--- src/rtl/imm_pkg.sv ---
// Shared types for the immediate generator: format codes,
// opcode constants, pipeline state and the opcode auto-decoder.
package imm_pkg;

  typedef enum logic [2:0] {
    IMM_I     = 3'b000,
    IMM_S     = 3'b001,
    IMM_B     = 3'b010,
    IMM_J     = 3'b011,
    IMM_U     = 3'b100,
    IMM_SHAMT = 3'b101,
    IMM_CSRI  = 3'b110,
    IMM_NONE  = 3'b111
  } imm_src_e;

  typedef enum logic [1:0] {
    EMPTY,
    ONE,
    FULL
  } pipe_state_e;

  localparam logic [6:0] OP_IMM    = 7'b0010011;
  localparam logic [6:0] OP_LOAD   = 7'b0000011;
  localparam logic [6:0] OP_JALR   = 7'b1100111;
  localparam logic [6:0] OP_FENCE  = 7'b0001111;
  localparam logic [6:0] OP_STORE  = 7'b0100011;
  localparam logic [6:0] OP_BRANCH = 7'b1100011;
  localparam logic [6:0] OP_JAL    = 7'b1101111;
  localparam logic [6:0] OP_LUI    = 7'b0110111;
  localparam logic [6:0] OP_AUIPC  = 7'b0010111;
  localparam logic [6:0] OP_REG    = 7'b0110011;
  localparam logic [6:0] OP_REG32  = 7'b0111011;
  localparam logic [6:0] OP_SYSTEM = 7'b1110011;
  localparam logic [6:0] OP_IMM32  = 7'b0011011;

  // src: format to extract; bad: opcode not supported;
  // w5: word-shift, shamt limited to 5 bits even on RV64
  typedef struct packed {
    imm_src_e src;
    logic     bad;
    logic     w5;
  } fmt_sel_t;

  function automatic fmt_sel_t auto_fmt(
    input logic [31:0] instr,
    input logic        rv64
  );
    fmt_sel_t s;
    logic     sh;
    sh = (instr[14:12] == 3'b001) ||
         (instr[14:12] == 3'b101);
    s.src = IMM_NONE;
    s.bad = 1'b0;
    s.w5  = 1'b0;
    case (instr[6:0])
      OP_IMM:
        s.src = sh ? IMM_SHAMT : IMM_I;
      OP_LOAD, OP_JALR, OP_FENCE:
        s.src = IMM_I;
      OP_STORE:
        s.src = IMM_S;
      OP_BRANCH:
        s.src = IMM_B;
      OP_JAL:
        s.src = IMM_J;
      OP_LUI, OP_AUIPC:
        s.src = IMM_U;
      OP_REG, OP_REG32:
        s.src = IMM_NONE;
      OP_SYSTEM:
        s.src = instr[14] ? IMM_CSRI : IMM_NONE;
      OP_IMM32: begin
        s.src = sh ? IMM_SHAMT : IMM_I;
        s.w5  = 1'b1;
        s.bad = !rv64;
      end
      default:
        s.bad = 1'b1;
    endcase
    return s;
  endfunction

endpackage

--- src/rtl/imm_decode.sv ---
// Combinational immediate extractor: instr + format -> imm, illegal.
// IMM_GEN_ZICSR_EN enables the CSR zimm format; otherwise it is illegal.
module imm_decode
  import imm_pkg::*;
#(
  parameter int XLEN = 32
) (
  input  logic [31:0]     instr,
  input  imm_src_e        src,
  input  logic            w5,
  output logic [XLEN-1:0] imm,
  output logic            illegal
);

  // opcode bits are consumed by the format selector, not here
  logic unused_op;
  assign unused_op = ^instr[6:0];

  always_comb begin
    imm     = '0;
    illegal = 1'b0;
    case (src)
      IMM_I:
        imm = XLEN'($signed(instr[31:20]));
      IMM_S:
        imm = XLEN'($signed({instr[31:25],
                             instr[11:7]}));
      IMM_B:
        imm = XLEN'($signed({instr[31], instr[7],
                             instr[30:25],
                             instr[11:8], 1'b0}));
      IMM_J:
        imm = XLEN'($signed({instr[31],
                             instr[19:12],
                             instr[20],
                             instr[30:21], 1'b0}));
      IMM_U:
        imm = XLEN'($signed({instr[31:12],
                             12'b0}));
      IMM_SHAMT: begin
        if (XLEN == 64 && !w5) begin
          imm = XLEN'(instr[25:20]);
        end else begin
          // bit 25 set selects a shift beyond 31
          imm     = XLEN'(instr[24:20]);
          illegal = instr[25];
        end
      end
      IMM_CSRI: begin
`ifdef IMM_GEN_ZICSR_EN
        imm = XLEN'(instr[19:15]);
`else
        illegal = 1'b1;
`endif
      end
      default:
        imm = '0;
    endcase
    if (illegal) imm = '0;
  end

endmodule

--- src/rtl/imm_gen_pipe.sv ---
// Registered immediate generator with valid/ready and 2-entry skid.
// Ports: clk, rst_n, flush, in_* handshake + instr/imm_src/in_tag,
// out_* handshake + imm_ext/out_illegal/out_tag.
// Macro IMM_GEN_ZICSR_EN enables the CSRI (zimm) format.
module imm_gen_pipe
  import imm_pkg::*;
#(
  parameter int XLEN        = 32,
  parameter bit AUTO_DECODE = 1'b0,
  parameter int TAG_W       = 32
) (
  input  logic             clk,
  input  logic             rst_n,
  input  logic             flush,
  input  logic             in_valid,
  output logic             in_ready,
  input  logic [31:0]      instr,
  input  imm_src_e         imm_src,
  input  logic [TAG_W-1:0] in_tag,
  output logic             out_valid,
  input  logic             out_ready,
  output logic [XLEN-1:0]  imm_ext,
  output logic             out_illegal,
  output logic [TAG_W-1:0] out_tag
);

  fmt_sel_t        sel_auto;
  fmt_sel_t        sel;
  logic [XLEN-1:0] dec_imm;
  logic            dec_ill;
  logic [XLEN-1:0] in_imm;
  logic            in_ill;

  assign sel_auto = auto_fmt(instr, XLEN == 64);

  always_comb begin
    sel = sel_auto;
    if (!AUTO_DECODE) begin
      sel.src = imm_src;
      sel.bad = 1'b0;
      sel.w5  = 1'b0;
    end
  end

  imm_decode #(
    .XLEN(XLEN)
  ) u_dec (
    .instr  (instr),
    .src    (sel.src),
    .w5     (sel.w5),
    .imm    (dec_imm),
    .illegal(dec_ill)
  );

  assign in_ill = sel.bad | dec_ill;
  assign in_imm = in_ill ? '0 : dec_imm;

  pipe_state_e     state_q;
  pipe_state_e     state_d;
  logic            ld_main;
  logic            from_skid;
  logic            ld_skid;
  logic            acc;
  logic            drn;

  logic [XLEN-1:0]  main_imm;
  logic             main_ill;
  logic [TAG_W-1:0] main_tag;
  logic [XLEN-1:0]  skid_imm;
  logic             skid_ill;
  logic [TAG_W-1:0] skid_tag;

  // handshake flags depend only on the registered state
  assign in_ready  = (state_q != FULL);
  assign out_valid = (state_q != EMPTY);
  assign acc       = in_valid & in_ready;
  assign drn       = out_valid & out_ready;

  always_comb begin
    state_d   = state_q;
    ld_main   = 1'b0;
    from_skid = 1'b0;
    ld_skid   = 1'b0;
    if (flush) begin
      state_d = EMPTY;
    end else begin
      case (state_q)
        EMPTY: begin
          if (acc) begin
            state_d = ONE;
            ld_main = 1'b1;
          end
        end
        ONE: begin
          if (acc && drn) begin
            ld_main = 1'b1;
          end else if (acc) begin
            state_d = FULL;
            ld_skid = 1'b1;
          end else if (drn) begin
            state_d = EMPTY;
          end
        end
        FULL: begin
          if (drn) begin
            state_d   = ONE;
            ld_main   = 1'b1;
            from_skid = 1'b1;
          end
        end
        default:
          state_d = EMPTY;
      endcase
    end
  end

  always_ff @(posedge clk or negedge rst_n) begin
    if (!rst_n) begin
      state_q <= EMPTY;
    end else begin
      state_q <= state_d;
    end
  end

  always_ff @(posedge clk or negedge rst_n) begin
    if (!rst_n) begin
      main_imm <= '0;
      main_ill <= 1'b0;
      main_tag <= '0;
      skid_imm <= '0;
      skid_ill <= 1'b0;
      skid_tag <= '0;
    end else begin
      if (ld_main) begin
        main_imm <= from_skid ? skid_imm : in_imm;
        main_ill <= from_skid ? skid_ill : in_ill;
        main_tag <= from_skid ? skid_tag : in_tag;
      end
      if (ld_skid) begin
        skid_imm <= in_imm;
        skid_ill <= in_ill;
        skid_tag <= in_tag;
      end
    end
  end

  assign imm_ext     = main_imm;
  assign out_illegal = main_ill;
  assign out_tag     = main_tag;

endmodule

--- config.mk ---
export PLATFORM = sky130hd
export DESIGN_NAME = imm_gen_pipe
export DESIGN_NICKNAME = d
export VERILOG_FILES = /design/src/rtl/imm_pkg.sv /design/src/rtl/imm_decode.sv /design/src/rtl/imm_gen_pipe.sv
export SDC_FILE = /design/constraint.sdc
export NUM_CORES = 1
export LEC_CHECK = 0
export CORE_MARGIN = 4
export CORE_UTILIZATION = 33
export CTS_CLUSTER_DIAMETER = 80
export CTS_CLUSTER_SIZE = 14
export DETAILED_ROUTE_END_ITERATION = 8
export SKIP_LAST_GASP = 1
export SLEW_MARGIN = 30
export SYNTH_ARGS = -nofsm -noshare
export SYNTH_HDL_FRONTEND = slang
export SYNTH_SLANG_ARGS = --single-unit
export TNS_END_PERCENT = 1
--- constraint.sdc ---
create_clock -name clk -period 1.95 [get_ports clk]
set_input_delay 0.195 -clock clk [delete_from_list [all_inputs] [get_ports clk]]
set_output_delay 0.195 -clock clk [all_outputs]
set_load 0.01 [all_outputs]
==> impl_summary.txt, run 1 <==
----------------------------------------------------
[Critical path]
  Worst setup path end ... out_valid
  Worst R2R End ... out_tag[23]
  Arrival time of the worst setup path ... 1.68 ns
  CP Cell Sequence ... or2_2 -> clkdlybuf4s50_1
  Type of destination of the critical path ... output pin
  Max Fanout on Critical Path ... 9
  Start of the worst register-to-register path ... state_q[1]
  Cell type of the slowest stage on the worst timing path ... sky130_fd_sc_hd__clkdlybuf4s50_1
  Critical path data required time ... 1.75 ns
  Reg-to-reg setup timing slack ... 0.12 ns
  Critical Path Max Stage Delay ... 0.49 ns
  Startpoint Class ... flop
  Crit Path Category ... flop to output pin
  Start point of the critical path ... state_q[0]
  Cells on worst reg2reg path ... 5

[Detailed routing]
  Detailed-route wire length per cell ... 16.3 um
  Iteration count of the initial detailed-routing pass ... 4
  Via/cell ratio ... 4.94
  Initial drt markers ... 228
  Count of unresolved DRC violations after routing ... 0
  Total length of routed wires ... 15.4 mm
  Number of vias in the routed layout ... 4,669
  Detail Route Antenna Nets ... 0

[Timing]
  Number of max-slew violations in the final report ... 0
  Setup total negative slack ... 0 ns
  Hold Slack ... 0.316 ns
  Number of failing setup endpoints in the final timing report ... 0
  Portion of the clock cycle consumed by the worst path in the final layout ... 96.2%
  Setup ws final ... 0.0732 ns
  Top achievable clock speed ... 0.533 GHz
  Post-route minimum period ... 1.88 ns
  Clock tree skew after final layout ... 0.00680 ns
  Max-slew headroom ... 44.2%
  Endpoints failing hold ... 0
  RSZ-0062 raised after global routing ... true
  Actual slew at the worst max-slew pin ... 0.836 ns

[Layout]
  Fraction of layout cells with a size suffix above 1 ... 16.6%
  Post-layout instance area ... 8370 um^2
  Number of diodes ... 0
  Fill count ... 1,653
  Register area ... 3300 um^2
  Multi-input gate area in the final layout ... 2580 um^2
  Synth-to-Final Area Change ... 36.9%
  Final-stage net count ... 777

[CTS]
  Clock latency on the worst-skew pair ... 0.41 ns
  CTS Root Buffer Type ... sky130_fd_sc_hd__clkbuf_16
  CTS Sinks ... 132
  Register clock-pin slew on the reported worst setup and hold paths ... 0.06 ns
  Max Buffers Root-to-Sink ... 2
  Level count of the clock H-tree ... 4
  CTS tree ... built
  Total CTS buffers ... 17

[Logic synthesis]
  Net count after synthesis ... 645
  Number of register bits inferred by synthesis ... 132
  Part of the Yosys area used for sequential elements ... 54.0%
  Post-synthesis cell type count ... 37
  Cell type contributing the most total cell area after synthesis ... sky130_fd_sc_hd__dfrtp_1
  Number of synthesis warnings ... 0
  Per-instance average area after synthesis ... 10.7 um^2
  Post-synth top area share ... 54.0%
  Netlist area before placement ... 6110 um^2
  Instance count of the mapped netlist ... 573
  Top cells by area, synth ... sky130_fd_sc_hd__dfrtp_1, sky130_fd_sc_hd__mux2_2, sky130_fd_sc_hd__o21ai_0

[Min path]
  Worst hold path type ... primary input to asynchronous set/reset pin

[Die]
  Effective utilization at floorplan ... 33.8%
  Die area ... 20,800 um^2
  Die boundary width ... 144 um
  Cell row count ... 49
  Overall die height ... 144 um
  I/O pins ... 139
  Area inside the core boundary ... 18,100 um^2

[GRT]
  Number of global-route vias before repair ... 4,960
  Antenna violations before repair ... 0
  Pin count of the biggest net entering global routing ... 45
  GRT Total Usage ... 15.5%
  Total congestion overflow ... 0
  First-pass GRT wire length ... 25.2 mm

[Placement]
  Half-perimeter wire length of the detailed placement result ... 10.7 mm
  Last weighted congestion value of the routability-driven placer ... 0.811
  Cell area after placement ... 7770 um^2
  Dpl ws ... -0.157 ns
  Number of input and output port buffers inserted ... 131

[Run]
  Max-cap check violation count ... 0

[Pwr]
  Switching power total ... 2250 uW
  Final Power ... 8530 uW
  PD cells ... 1020 nW/um^2
  Switching share of total power ... 26.4%
  Part of the total power dissipated in sequential elements ... 42.8%
  Relative contribution of the clock network to total power ... 37.0%
  Gate power share ... 20.3%
  P_int ... 6280 uW
  VDD IR max ... 0.615 mV
  Leakage dissipation ... 0.00361 uW

[Run status]
  Run status ... finished clean

----------------------------------------------------
area by class of cell:
class	instances	area share (%)
repair buffers	157	19.2
clock buffers	20	5.46
multi-input cells	395	30.8
inverters	2	0.0897
flip-flops and latches	132	39.5
well taps	229	3.42
clock inverters	11	1.52
per-stage QoR:
step / std cells / util [%]
2_1_floorplan: 573 / -
3_3_place_gp: 913 / 42.9
3_5_place_dp: 914 / 43.0
4_1_cts: 946 / 46.3
5_1_grt: 946 / 46.3
6_report: 946 / 46.3
logic make-up (layout without fill, tap and decap cells):
group / Yosys count / after routing / synth area share, %
xor gates and xnor gates: 1 / 1 / 0.143
buffers and inverters: 46 / 190 / 4.13
DFF: 132 / 132 / 54.0
muxes: 89 / 89 / 15.6
AOI/OAI and AO/OA: 154 / 154 / 14.5
and+or+nand+nor: 151 / 151 / 11.6
power groups by stage:
stage,combinational (uW),clock [uW],sequential [uW]
finish,1730,3150,3650
global route,1910,3350,3730
CTS,1760,3240,3650
detailed placement,1760,0,3700
global placement,1710,0,3660
floorplan,722,0,3730
cell usage in the layout, fill, tap and decap left out, drive strengths merged, types with 2 or more instances in the layout:
cell           instances
mux2                  52
nand3b                 2
clkdlybuf4s50        130
o21ai                 82
dfrtp                132
nor3b                  4
nor2b                  4
a22o                   8
clkinv                 5
a21oi                 27
bufinv                 2
clkbuf                20
a21o                  12
nand2b                16
nand2                 86
clkinvlp               3
mux2i                 37
or2                    2
nor2                  20
a31oi                 18
inv                    3
nand3                  9
buf                   26
o22ai                  4
what timing repair did:
item,CTS,global route
endpoints found under the hold margin,36,0
buffers inserted,0,0
setup endpoints to repair,0,6
gates resized for setup,0,1
hold buffers,1,0
registers in the layout, summed over array words and instances (netlist names):
name / count
imm_ext: 32
out_tag: 32
skid_imm: 32
skid_tag: 32
state_q: 2
out_illegal: 1
skid_ill: 1
worst max-delay path: cells and delay by family (launching register included):
family | cells | cell delay, ns
DFF | 1 | 0.46
and+or+nand+nor | 1 | 0.32
buffers and inverters | 1 | 0.49
synth_stat cells:
cell type	n
sky130_fd_sc_hd__dfrtp_1	132
sky130_fd_sc_hd__nand2_1	86
sky130_fd_sc_hd__o21ai_0	81
sky130_fd_sc_hd__mux2_2	52
sky130_fd_sc_hd__mux2i_1	37
sky130_fd_sc_hd__a21oi_1	27
sky130_fd_sc_hd__nor2_1	20
sky130_fd_sc_hd__a31oi_1	18
sky130_fd_sc_hd__clkbuf_1	18
sky130_fd_sc_hd__buf_2	16
sky130_fd_sc_hd__nand2b_1	16
sky130_fd_sc_hd__a21o_1	12
sky130_fd_sc_hd__nand3_1	9
sky130_fd_sc_hd__a22o_1	8
sky130_fd_sc_hd__buf_6	6
sky130_fd_sc_hd__buf_4	4
sky130_fd_sc_hd__nor2b_1	4
sky130_fd_sc_hd__o22ai_1	4
sky130_fd_sc_hd__nand3b_1	2
sky130_fd_sc_hd__nor3b_1	2
sky130_fd_sc_hd__nor3b_2	2
sky130_fd_sc_hd__or2_2	2
sky130_fd_sc_hd__a21boi_0	1
sky130_fd_sc_hd__a22oi_1	1
sky130_fd_sc_hd__a32oi_4	1
sky130_fd_sc_hd__and2_1	1
sky130_fd_sc_hd__and2b_4	1
sky130_fd_sc_hd__and4bb_1	1
sky130_fd_sc_hd__clkinv_1	1
sky130_fd_sc_hd__inv_1	1
sky130_fd_sc_hd__nand4b_1	1
sky130_fd_sc_hd__nand4bb_1	1
sky130_fd_sc_hd__nor3_1	1
sky130_fd_sc_hd__nor4bb_1	1
sky130_fd_sc_hd__o21ai_1	1
sky130_fd_sc_hd__or3b_2	1
sky130_fd_sc_hd__xor2_1	1
per-layer routing:
layer  GRT usage [%]  share of wire (%)
met2            26.4                 50
met1            19.0                 44
met3            4.86                5.4
met5               0                  0
met4            4.66                1.0
how the worst min path moves through the flow:
stage,cells after the start,start,to
2_1_floorplan,0,rst_n,imm_ext[0]
3_3_place_gp,1,rst_n,skid_tag[28]
3_5_place_dp,1,rst_n,imm_ext[17]
4_1_cts,2,rst_n,imm_ext[17]
5_1_grt,2,rst_n,imm_ext[17]
6_report,2,rst_n,imm_ext[17]
Note: power is estimated with default switching activity, not from simulation.
==> inputs of run 2 (changes only) <==
==> constraint.sdc (replaced) <==
create_clock -name clk -period 1.95 [get_ports clk]
set_input_delay 0.39 -clock clk [delete_from_list [all_inputs] [get_ports clk]]
set_output_delay 0.39 -clock clk [all_outputs]
set_load 0.01 [all_outputs]
==> run 2 against run 1 <==
  * Register-to-register slack about the same
  * Cell count up 1.6%
  * Hold slack improved by 0.16 ns
  * Largest cell class unchanged
  * Largest power group unchanged
==> impl_summary.txt, run 2 (synthesis gave the netlist of run 1 again) <==
----------------------------------------------------
[GRT]
  Pin count of the biggest net entering global routing ... 71
  First-pass GRT wire length ... 25.8 mm
  Total congestion overflow ... 0
  Antenna violations before repair ... 0
  Number of global-route vias before repair ... 5,071
  GRT Total Usage ... 15.6%

[Die]
  Overall die height ... 144 um
  Effective utilization at floorplan ... 33.8%
  Area inside the core boundary ... 18,100 um^2
  Die area ... 20,800 um^2
  I/O pins ... 139
  Die boundary width ... 144 um
  Cell row count ... 49

[Layout]
  Number of diodes ... 0
  Fraction of layout cells with a size suffix above 1 ... 18.4%
  Leading cell type in the layout, fill and taps excluded ... sky130_fd_sc_hd__dfrtp_1
  Register area ... 3300 um^2
  Fill count ... 1,629
  Synth-to-Final Area Change ... 39.6%
  Commonest cells after routing, fill and taps aside ... sky130_fd_sc_hd__dfrtp_1, sky130_fd_sc_hd__clkdlybuf4s50_1, sky130_fd_sc_hd__nand2_1
  Post-layout instance area ... 8540 um^2
  Share of the core filled with cells in the final layout ... 47.2%
  Final-stage net count ... 791
  Multi-input gate area in the final layout ... 2580 um^2

[Pwr]
  PD cells ... 1020 nW/um^2
  Relative contribution of the clock network to total power ... 37.8%
  Switching share of total power ... 27.4%
  Gate power share ... 20.2%
  Switching power total ... 2380 uW
  VDD IR max ... 0.511 mV
  P_int ... 6310 uW
  Leakage dissipation ... 0.00372 uW
  Part of the total power dissipated in sequential elements ... 42.0%

[Timing]
  Number of failing setup endpoints in the final timing report ... 0
  Endpoints failing hold ... 0
  Setup ws final ... 0.0942 ns
  Top achievable clock speed ... 0.539 GHz
  Max-slew headroom ... 45.5%
  Post-route minimum period ... 1.86 ns
  RSZ-0062 raised after global routing ... true
  Actual slew at the worst max-slew pin ... 0.816 ns
  Number of max-slew violations in the final report ... 0
  Clock tree skew after final layout ... 0.0139 ns
  Portion of the clock cycle consumed by the worst path in the final layout ... 95.2%
  Hold Slack ... 0.478 ns
  Setup total negative slack ... 0 ns

[Critical path]
  Critical path data required time ... 1.56 ns
  Cell type of the slowest stage on the worst timing path ... sky130_fd_sc_hd__dfrtp_1
  Crit Path Category ... flop to output pin
  Top Family by Delay on Critical Path ... flip-flops
  Critical Path Max Stage Delay ... 0.45 ns
  Max Fanout on Critical Path ... 7
  CP Cell Sequence ... or2_2 -> dlygate4sd2_1
  Number of buffers and inverters on the critical path ... 1
  Type of destination of the critical path ... output pin
  Startpoint Class ... flop
  Reg-to-reg setup timing slack ... 0.11 ns
  Arrival time of the worst setup path ... 1.47 ns

[Placement]
  Dpl ws ... -0.300 ns
  Half-perimeter wire length of the detailed placement result ... 11.0 mm
  Cell area after placement ... 7900 um^2
  Last weighted congestion value of the routability-driven placer ... 0.859
  Number of input and output port buffers inserted ... 131

[CTS]
  CTS Root Buffer Type ... sky130_fd_sc_hd__clkbuf_16
  Total CTS buffers ... 17
  Level count of the clock H-tree ... 4
  Max Buffers Root-to-Sink ... 2
  Register clock-pin slew on the reported worst setup and hold paths ... 0.06 ns
  CTS tree ... built
  Clock latency on the worst-skew pair ... 0.42 ns
  CTS Sinks ... 132

[Detailed routing]
  Detail Route Antenna Nets ... 0
  Iteration count of the initial detailed-routing pass ... 5
  Initial drt markers ... 231
  Total length of routed wires ... 15.7 mm
  Number of vias in the routed layout ... 4,783
  Detailed-route wire length per cell ... 16.4 um
  Count of unresolved DRC violations after routing ... 0
  Via/cell ratio ... 4.98

[Run]
  Max-cap check violation count ... 0

[Min path]
  Worst hold path type ... flop to flop

[Run status]
  Run status ... finished clean

----------------------------------------------------
run 2: cell count changes in the layout (fill, tap and decap cells not counted), sizes merged, moves of 2 or more:
cell           before  now
clkdlybuf4s50     130  128
clkinvlp            3    1
clkbuf             20   18
buf                26   40
inv                 3    7
run 2: metrics by stage:
step | std cells | power, uW
6_report | 961 | 8690
5_1_grt | 961 | 9140
4_1_cts | 959 | 8800
3_5_place_dp | 926 | 5470
3_3_place_gp | 925 | 5380
2_1_floorplan | 573 | 4450
run 2: path summary, 6_finish.rpt:
kind | start | end | cells past startpoint
worst min register to register | skid_imm[15] | skid_imm[15] | 1
max in group asynchronous | rst_n | skid_imm[9] | 3
min in group asynchronous | rst_n | skid_tag[30] | 3
worst max-delay path | state_q[1] | out_valid | 2
worst min-delay path | skid_imm[15] | skid_imm[15] | 1
worst max register to register | state_q[1] | out_tag[13] | 5
run 2: final cells by class:
cell class,count,area share [%]
Sequential cell,132,38.7
Multi-Input combinational cell,395,30.2
Timing Repair Buffer,171,20.5
Clock buffer,18,5.14
Tap cell,229,3.36
Clock inverter,14,1.98
Inverter,2,0.0879
run 2: power by group through the flow:
stage          sequential [uW]  combinational [uW]  clock [uW]
4_1_cts                   3660                1790        3360
6_report                  3650                1760        3280
5_1_grt                   3720                1940        3480
2_1_floorplan             3730                 722           0
3_3_place_gp              3660                1720           0
3_5_place_dp              3700                1780           0
run 2: what timing repair did:
item,4_1_cts,5_1_grt
resized for setup,2,1
hold buffers,1,0
setup endpoints to repair,2,4
hold endpoints to repair,7,0
setup buffers,0,2
cloned,0,0
run 2: per-layer routing:
metal	vias up	track usage, %	part of all wire, %
met2	110	26.2	50
met1	2361	19.4	44
li1	2301	-	-
met5	-	0	0
met3	11	4.96	5.1
met4	0	4.36	1.0
==> inputs of run 3 (changes only) <==
Settings changed: GPL_TIMING_DRIVEN set to 0.
==> run 3 against run 2 <==
  * Flip-flop and latch count unchanged
  * Critical path depth increased by 3
  * Die area unchanged
  * Clock-buffer cell count increased by 4
  * Critical endpoint is now imm_ext[23]
==> impl_summary.txt, run 3 (synthesis gave the netlist of run 1 again) <==
----------------------------------------------------
[Critical path]
  Top Family by Delay on Critical Path ... buffers and inverters
  Arrival time of the worst setup path ... 2.20 ns
  Number of buffers and inverters on the critical path ... 2
  Startpoint Class ... primary input
  CP Cell Sequence ... clkdlybuf4s50_1 -> and4bb_2 -> clkbuf_1 -> o21ai_0 -> mux2_2
  Cell type of the slowest stage on the worst timing path ... sky130_fd_sc_hd__clkdlybuf4s50_1
  Crit Path Category ... primary input to flop
  Max Fanout on Critical Path ... 10
  Type of destination of the critical path ... flop
  Critical path data required time ... 2.24 ns
  Critical Path Max Stage Delay ... 0.51 ns

[CTS]
  Post-CTS setup-driven buffer insertion count ... 0
  Register clock-pin slew on the reported worst setup and hold paths ... 0.06 ns
  Max Buffers Root-to-Sink ... 2
  Level count of the clock H-tree ... 4
  Total CTS buffers ... 17
  CTS Root Buffer Type ... sky130_fd_sc_hd__clkbuf_16
  Clock latency on the worst-skew pair ... 0.41 ns
  CTS Sinks ... 132
  CTS tree ... built

[Die]
  Die area ... 20,800 um^2
  Area inside the core boundary ... 18,100 um^2
  Effective utilization at floorplan ... 33.8%
  Die boundary width ... 144 um
  Cell row count ... 49
  I/O pins ... 139
  Overall die height ... 144 um

[Placement]
  Placed cell count ... 934
  Half-perimeter wire length of the detailed placement result ... 12.1 mm
  Number of input and output port buffers inserted ... 131
  Last weighted congestion value of the routability-driven placer ... 0.825
  Cell area after placement ... 7740 um^2

[Pwr]
  Leakage dissipation ... 0.00357 uW
  PD cells ... 990 nW/um^2
  VDD IR max ... 0.616 mV

[GRT]
  Total congestion overflow ... 0
  Antenna violations before repair ... 0
  First-pass GRT wire length ... 26.9 mm
  Pin count of the biggest net entering global routing ... 68
  Number of global-route vias before repair ... 5,154
  GRT Total Usage ... 16.7%

[Detailed routing]
  Total length of routed wires ... 16.8 mm
  Number of vias in the routed layout ... 4,938
  Count of unresolved DRC violations after routing ... 0
  Iteration count of the initial detailed-routing pass ... 5
  Detailed-route wire length per cell ... 17.4 um
  Detail Route Antenna Nets ... 0
  Initial drt markers ... 238
  Via/cell ratio ... 5.13

[Layout]
  Final-stage net count ... 796
  Commonest cells after routing, fill and taps aside ... sky130_fd_sc_hd__dfrtp_1, sky130_fd_sc_hd__clkdlybuf4s50_1, sky130_fd_sc_hd__nand2_1
  Share of the core filled with cells in the final layout ... 45.6%
  Post-layout instance area ... 8250 um^2
  Fraction of layout cells with a size suffix above 1 ... 15.6%
  Final cell count without fillers ... 962
  Leading cell type in the layout, fill and taps excluded ... sky130_fd_sc_hd__dfrtp_1
  Fill count ... 1,651
  Number of diodes ... 0
  Synth-to-Final Area Change ... 34.9%

[Timing]
  Clock tree skew after final layout ... 0.00698 ns
  Post-route minimum period ... 1.91 ns
  RSZ-0062 raised after global routing ... true
  Max-slew headroom ... 63.7%
  Top achievable clock speed ... 0.522 GHz
  Number of failing setup endpoints in the final timing report ... 0
  Portion of the clock cycle consumed by the worst path in the final layout ... 98.2%
  Endpoints failing hold ... 0
  Actual slew at the worst max-slew pin ... 0.545 ns
  Number of max-slew violations in the final report ... 0

[Min path]
  Worst hold path type ... flop to flop

[Run status]
  Run status ... finished clean

[Run]
  Max-cap check violation count ... 0

----------------------------------------------------
-- run 3: cell types whose count changed in the layout (fill, tap and decap cells not counted), moves of 5 or more --
cell / previous run / this run
sky130_fd_sc_hd__buf_4: 29 / 4
sky130_fd_sc_hd__clkbuf_1: 0 / 20
sky130_fd_sc_hd__buf_2: 0 / 16
sky130_fd_sc_hd__buf_12: 11 / 0
sky130_fd_sc_hd__buf_6: 0 / 6
sky130_fd_sc_hd__clkinv_2: 0 / 5
-- run 3: area by class of cell --
class                           instances  area, um^2  area share, %
Timing Repair Buffer                  133        1350           16.4
Sequential cell                       132        3300           40.1
Buffer                                 43         241           2.93
Clock buffer                           22         464           5.63
Clock inverter                          6        33.8          0.409
Tap cell                              229         287           3.47
Multi-Input combinational cell        395        2560           31.0
Inverter                                2        7.51         0.0910
-- run 3: timing repair --
item,CTS,global route
pin swaps,0,0
hold buffers,1,0
setup endpoints to repair,16,37
gates cloned,0,0
hold endpoints to repair,66,0
gates resized for setup,4,1
-- run 3: routing by layer --
layer / global-route usage [%] / vias up / part of all wire, %
li1: - / 2312 / -
met5: 0 / - / 0
met2: 26.5 / 154 / 48
met3: 5.16 / 26 / 6.5
met4: 6.14 / 0 / 2.0
met1: 21.6 / 2446 / 44
-- run 3: power breakdown --
part           internal (uW)  total, uW  switching (uW)  leakage [uW]
Combinational            994       1730             741       0.00165
Sequential              3330       3650             324       0.00167
Clock                   1650       2780            1130      0.000251
-- run 3: worst paths after layout --
kind                                  from            to  slack [ns]  depth (start not counted)
worst min-delay path              skid_ill      skid_ill        0.47                          2
worst max register to register  state_q[1]   imm_ext[21]        0.04                          5
worst max-delay path                 flush   imm_ext[23]        0.04                          5
worst min register to register    skid_ill      skid_ill        0.47                          2
max in group asynchronous            rst_n    imm_ext[9]        0.74                          3
min in group asynchronous            rst_n  skid_tag[27]        0.52                          2
-- run 3: stage by stage --
step                      TNS (ns)  setup WS, ns  power [uW]  hold WS, ns
after floorplan                  0         0.256        4450       0.0944
after global placement     -658.89         -4.73        5370        0.458
after detailed placement    -42.94        -0.478        5450        0.381
after CTS                 -0.00138      -0.00138        8260        0.476
after global routing        -0.938       -0.0507        8600        0.502
final                            0        0.0354        8160        0.475
-- run 3: worst min-delay path: stages (launching register included) --
cell and delay (ns):
sky130_fd_sc_hd__dfrtp_1 0.33, sky130_fd_sc_hd__nand2_1 0.04, sky130_fd_sc_hd__o21ai_0 0.06
